$ cat src/rtl/fir_folded_param.sv
`default_nettype none
// -----------------------------------------------------------------------------
// fir_folded_param: single-MAC folded FIR with programmable taps, rounding and
// output saturation.  Rev 1.0
// -----------------------------------------------------------------------------
module fir_folded_param #(
  parameter int DW   = 8,
  parameter int CW   = 8,
  parameter int TAPS = 8,
  parameter int OW   = 8,
  parameter int FRAC = 7
) (
  input  logic                      clk,
  input  logic                      rst,
  input  logic                      en,
  input  logic [DW-1:0]             x,
  input  logic                      coef_we,
  input  logic [$clog2(TAPS)-1:0]   coef_addr,
  input  logic [CW-1:0]             coef_data,
  output logic [OW-1:0]             y,
  output logic                      valid,
  output logic                      sat,
  output logic                      ready
);

  localparam int KW = $clog2(TAPS);
  localparam int AW = DW + CW + KW;

  localparam logic [1:0] S_IDLE = 2'd0;
  localparam logic [1:0] S_MAC  = 2'd1;
  localparam logic [1:0] S_OUT  = 2'd2;

  localparam logic [KW:0]          TAPS_V = (KW+1)'(TAPS);
  localparam logic [KW-1:0]        K_LAST = KW'(TAPS - 1);
  localparam logic signed [AW:0]   Y_MAX  = (AW+1)'(2**(OW-1) - 1);
  localparam logic signed [AW:0]   Y_MIN  = ~Y_MAX;

  logic [1:0]              r_state;
  logic [1:0]              w_next;
  logic signed [DW-1:0]    r_d [TAPS];
  logic signed [CW-1:0]    r_c [TAPS];
  logic [KW-1:0]           r_k;
  logic signed [AW-1:0]    r_acc;
  logic signed [DW+CW-1:0] w_prod;
  logic signed [AW:0]      w_rnd;
  logic signed [AW:0]      w_shift;
  logic                    w_hi;
  logic                    w_lo;
  logic                    w_coef_ok;

  // State register
  always_ff @(posedge clk) begin
    if (!rst) r_state <= S_IDLE;
    else      r_state <= w_next;
  end

  // Next-state logic
  always_comb begin
    w_next = r_state;
    case (r_state)
      S_IDLE:  if (en) w_next = S_MAC;
      S_MAC:   if (r_k == K_LAST) w_next = S_OUT;
      S_OUT:   w_next = S_IDLE;
      default: w_next = S_IDLE;
    endcase
  end

  // Output logic
  always_comb begin
    ready = (r_state == S_IDLE);
  end

  assign w_prod    = r_c[r_k] * r_d[r_k];
  assign w_coef_ok = coef_we && ready && ({1'b0, coef_addr} < TAPS_V);

  // One guard bit above the accumulator keeps the rounding add from wrapping.
  generate
    if (FRAC > 0) begin : g_rnd
      localparam logic signed [AW:0] RND = (AW+1)'(1) <<< (FRAC - 1);
      assign w_rnd = {r_acc[AW-1], r_acc} + RND;
    end else begin : g_no_rnd
      assign w_rnd = {r_acc[AW-1], r_acc};
    end
  endgenerate

  assign w_shift = w_rnd >>> FRAC;
  assign w_hi    = (w_shift > Y_MAX);
  assign w_lo    = (w_shift < Y_MIN);

  always_ff @(posedge clk) begin
    if (!rst) begin
      for (int i = 0; i < TAPS; i++) begin
        r_d[i] <= '0;
        r_c[i] <= '0;
      end
      r_k   <= '0;
      r_acc <= '0;
      y     <= '0;
      valid <= 1'b0;
      sat   <= 1'b0;
    end else begin
      valid <= 1'b0;
      if (w_coef_ok) r_c[coef_addr] <= coef_data;
      case (r_state)
        S_IDLE: begin
          if (en) begin
            for (int i = TAPS - 1; i > 0; i--) r_d[i] <= r_d[i-1];
            r_d[0] <= $signed(x);
            r_acc  <= '0;
            r_k    <= '0;
          end
        end
        S_MAC: begin
          r_acc <= r_acc + {{KW{w_prod[DW+CW-1]}}, w_prod};
          r_k   <= r_k + 1'b1;
        end
        S_OUT: begin
          valid <= 1'b1;
          sat   <= w_hi | w_lo;
          if (w_hi)      y <= Y_MAX[OW-1:0];
          else if (w_lo) y <= Y_MIN[OW-1:0];
          else           y <= w_shift[OW-1:0];
        end
        default: ;
      endcase
    end
  end

endmodule
`default_nettype wire

$ cat config.mk
export PLATFORM = sky130hd
export DESIGN_NAME = fir_folded_param
export DESIGN_NICKNAME = d
export VERILOG_FILES = /design/src/rtl/fir_folded_param.sv
export SDC_FILE = /design/constraint.sdc
export NUM_CORES = 1
export LEC_CHECK = 0
export CAP_MARGIN = 20
export CELL_PAD_IN_SITES_DETAIL_PLACEMENT = 1
export CELL_PAD_IN_SITES_GLOBAL_PLACEMENT = 1
export CORE_ASPECT_RATIO = 1.1
export CORE_MARGIN = 5
export CORE_UTILIZATION = 45
export CTS_BUF_LIST = sky130_fd_sc_hd__clkbuf_4 sky130_fd_sc_hd__clkbuf_8 sky130_fd_sc_hd__clkbuf_16
export CTS_CLUSTER_DIAMETER = 150
export DETAILED_ROUTE_END_ITERATION = 10
export PLACE_DENSITY_LB_ADDON = 0.08
export SETUP_SLACK_MARGIN = 0.02
export SLEW_MARGIN = 10
export SYNTH_ARGS = -nofsm -noshare
export SYNTH_HDL_FRONTEND = slang
export SYNTH_SLANG_ARGS = --single-unit
$ cat constraint.sdc
create_clock -name clk -period 15.8 [get_ports clk]
set_clock_uncertainty 0.2 [all_clocks]
set_input_delay 3.16 -clock clk [delete_from_list [all_inputs] [get_ports clk]]
set_output_delay 3.16 -clock clk [all_outputs]
set_load 0.02 [all_outputs]
==> summary.txt <==
Worst setup path
  • Critical path peak fanout: 32
  • Crit-path max cell delay: 0.63 ns
  • Top cell by count, worst path: inv_1
  • CP startpoint kind: flop
  • Critical-path top delay cell: mux2i_1
  • Crit path buf inv count: 6
  • Top Family by Delay on Critical Path: adder cells
  • Crit Path Class: flop to flop
  • Worst EP arrival: 8.31 ns
  • Worst EP required: 15.92 ns
  • Endpoint type of the worst setup path: flop

Floorplan
  • Std-Cell Rows: 58
  • Die width: 155 um
  • Starting Density: 0.457
  • Top Ports: 34
  • Chip Height: 170 um
  • Core ar.: 22900 um^2
  • Die area: 26400 um^2

Clock tree
  • Clock Path Buffers: 2
  • CTS Sinks: 165
  • Post-CTS Hold Buffers: 0
  • CTS tree: built
  • Clock latency on the worst-skew pair: 0.44 ns
  • Resize count post-CTS: 0
  • Clock Pin Slew Worst Setup and Hold Paths: 0.07 ns
  • Setup Fix Bufs, Post-CTS: 0
  • Cts bufs inserted: 17
  • H-tree levels: 4
  • Root buf cell: clkbuf_16

Global routing
  • Initial antenna violation count: 0
  • Largest net degree at the start of global routing: 66
  • Grt ovf: 0
  • Aggregate global-route resource usage: 0.186
  • Via count of the first global-routing pass: 7347
  • Global-route wire length before repair: 38600 um

Placement
  • Half-perimeter wire length after placement: 17100 um
  • Placed cell count: 1208
  • Place WS: 7.51 ns
  • Gp weighted congestion: 0.855
  • Port bufs: 33

Timing
  • Crit share post-route: 0.518
  • Final setup fails: 0
  • Fin crit period: 8.19 ns
  • Setup TNS Final: 0 ns
  • Least-Margin Pin Slew: 1.06 ns
  • Fin. Hold Viols: 0
  • Final setup margin: 7.61 ns
  • F_max: 122 MHz
  • Unrepaired setup endpoints after global routing: false
  • Fin Hold WS: 0.285 ns
  • Slew Viols, Final: 0
  • Slew HR: 0.285

Final layout
  • Layout Cells excl Fill: 1240
  • Antenna diodes: 0
  • Final core utilization: 0.516
  • Multi-input logic area: 5410 um^2
  • Share of cells above drive strength 1: 0.120
  • Syn-to-layout area delta: 13.0%
  • FF+latch area: 4590 um^2
  • # fillers: 2366
  • Layout net count: 1056

Power
  • Net Switching: 670 uW
  • Seq pwr share: 0.317
  • Internal power: 1050 uW
  • Part of the power in the clock network: 0.254
  • Combinational Power Share: 0.429
  • P per Cell Area: 145 nW/um^2
  • VDD IR-drop max: 0.0000867 V
  • Switching part of the total: 0.390
  • P_leak: 0.00484 uW

Outcome
  • Status: finished clean

Logic synthesis
  • Synth Cell Area: 10400 um^2
  • Synth Register Bits: 165
  • Ys flop type: edfxtp_1
  • Cells after Synth: 884
  • Top cells by area, synth: edfxtp_1 37%, fa_1 11%, and2_1 7.8%
  • Most common cell in the netlist: and2_1
  • Yosys warnings: 0
  • Post-synth EDFFs: 128
  • Syn Nets: 1013
  • Most frequent cells after synthesis: 131 x and2_1, 128 x edfxtp_1, 93 x inv_1
  • Post-synth ARST share: 0
  • Yosys top cell area share: 0.368
  • Seq/Total Area, Yosys: 0.439
  • Area leader, netlist: edfxtp_1
  • Post-synth cell types: 57
  • Post-Syn Area per Cell: 11.8 um^2

Detailed routing
  • Post-route ant nets: 0
  • Routed vias/inst: 5.35
  • 1st-iter DRT viols: 327
  • Drt first pass iters: 4
  • Drt drc: 0
  • Final WL: 23400 um
  • Via count of the routed design: 6634
  • Wirelength per Cell: 18.9 um

Hold path
  • Min-delay worst type: flop to flop

Job
  • Number of max-cap violations: 0
## cell usage in the layout, fill, tap and decap left out, types with 3 or more instances in the layout
cell type	n
nand4_1	3
a31oi_1	3
and2b_1	3
xnor2_1	19
xor2_1	22
and3_1	4
a32o_1	3
inv_1	93
a22oi_1	6
inv_8	4
dfxtp_1	36
and2_1	131
nor3_1	7
nor2b_1	14
buf_4	15
clkdlybuf4s50_1	33
fa_1	56
o21ai_0	27
ha_1	50
nand3_1	4
o21bai_1	8
nand2b_1	9
edfxtp_1	128
o21a_1	4
inv_6	3
mux4_2	32
nor2_1	57
mux2i_1	18
nand2_1	29
o21ai_1	6
clkinv_8	5
clkbuf_16	17
or2_2	14
a21o_1	19
o221a_2	6
a21oi_1	20
## power groups by stage
stage	Clock, uW	Sequential [uW]	Combinational (uW)
floorplan	0	538	571
global placement	0	550	711
detailed placement	0	553	746
CTS	447	544	750
global route	464	549	831
finish	436	544	737
## cells by family after synthesis
logic type,share of synthesized area
adder cells (fa/ha/maj),0.167
multiplexers,0.0874
buffers and inverters,0.0433
XOR/XNOR,0.0344
AO/OA/AOI/OAI,0.0774
AND/OR/NAND/NOR,0.151
flip-flops,0.439
## per-layer routing
| metal | track usage | vias to the layer above | wire length, um |
|---|---|---|---|
| met2 | 0.334 | 83 | 12300 |
| met4 | 0.0582 | 0 | 471 |
| met5 | 0 | - | 0 |
| li1 | - | 3152 | - |
| met3 | 0.0293 | 35 | 503 |
| met1 | 0.230 | 3364 | 10100 |
## stage by stage
step / area, um^2 / total power (uW)
2_1_floorplan: 10400 / 1110
3_3_place_gp: 11100 / 1260
3_5_place_dp: 11200 / 1300
4_1_cts: 11800 / 1740
5_1_grt: 11800 / 1840
6_report: 11800 / 1720
## layout make-up
cell class | instances | share of cell area
multi-input combinational | 601 | 0.458
sequential | 165 | 0.389
timing repair buffer | 49 | 0.0388
clock buffer | 17 | 0.0360
tap | 300 | 0.0318
inverter | 93 | 0.0296
clock inverter | 15 | 0.0170
## sequential cells by signal (all words and copies together), names as in the netlist, named ones only
name / cells
r_acc: 19
r_c: 64
r_d: 64
r_k: 3
r_state: 2
sat: 1
valid: 1
y: 8
## path summary, 6_finish.rpt
path              slack, ns  cells past startpoint         to  startpoint
hold reg to reg        0.28                      1   r_acc[0]    r_acc[0]
setup / recovery       7.61                     27  r_acc[18]        flop
setup reg to reg       7.61                     27  r_acc[18]        flop
hold / removal         0.28                      1   r_acc[0]    r_acc[0]
Note: power is estimated with default switching activity, not from simulation.
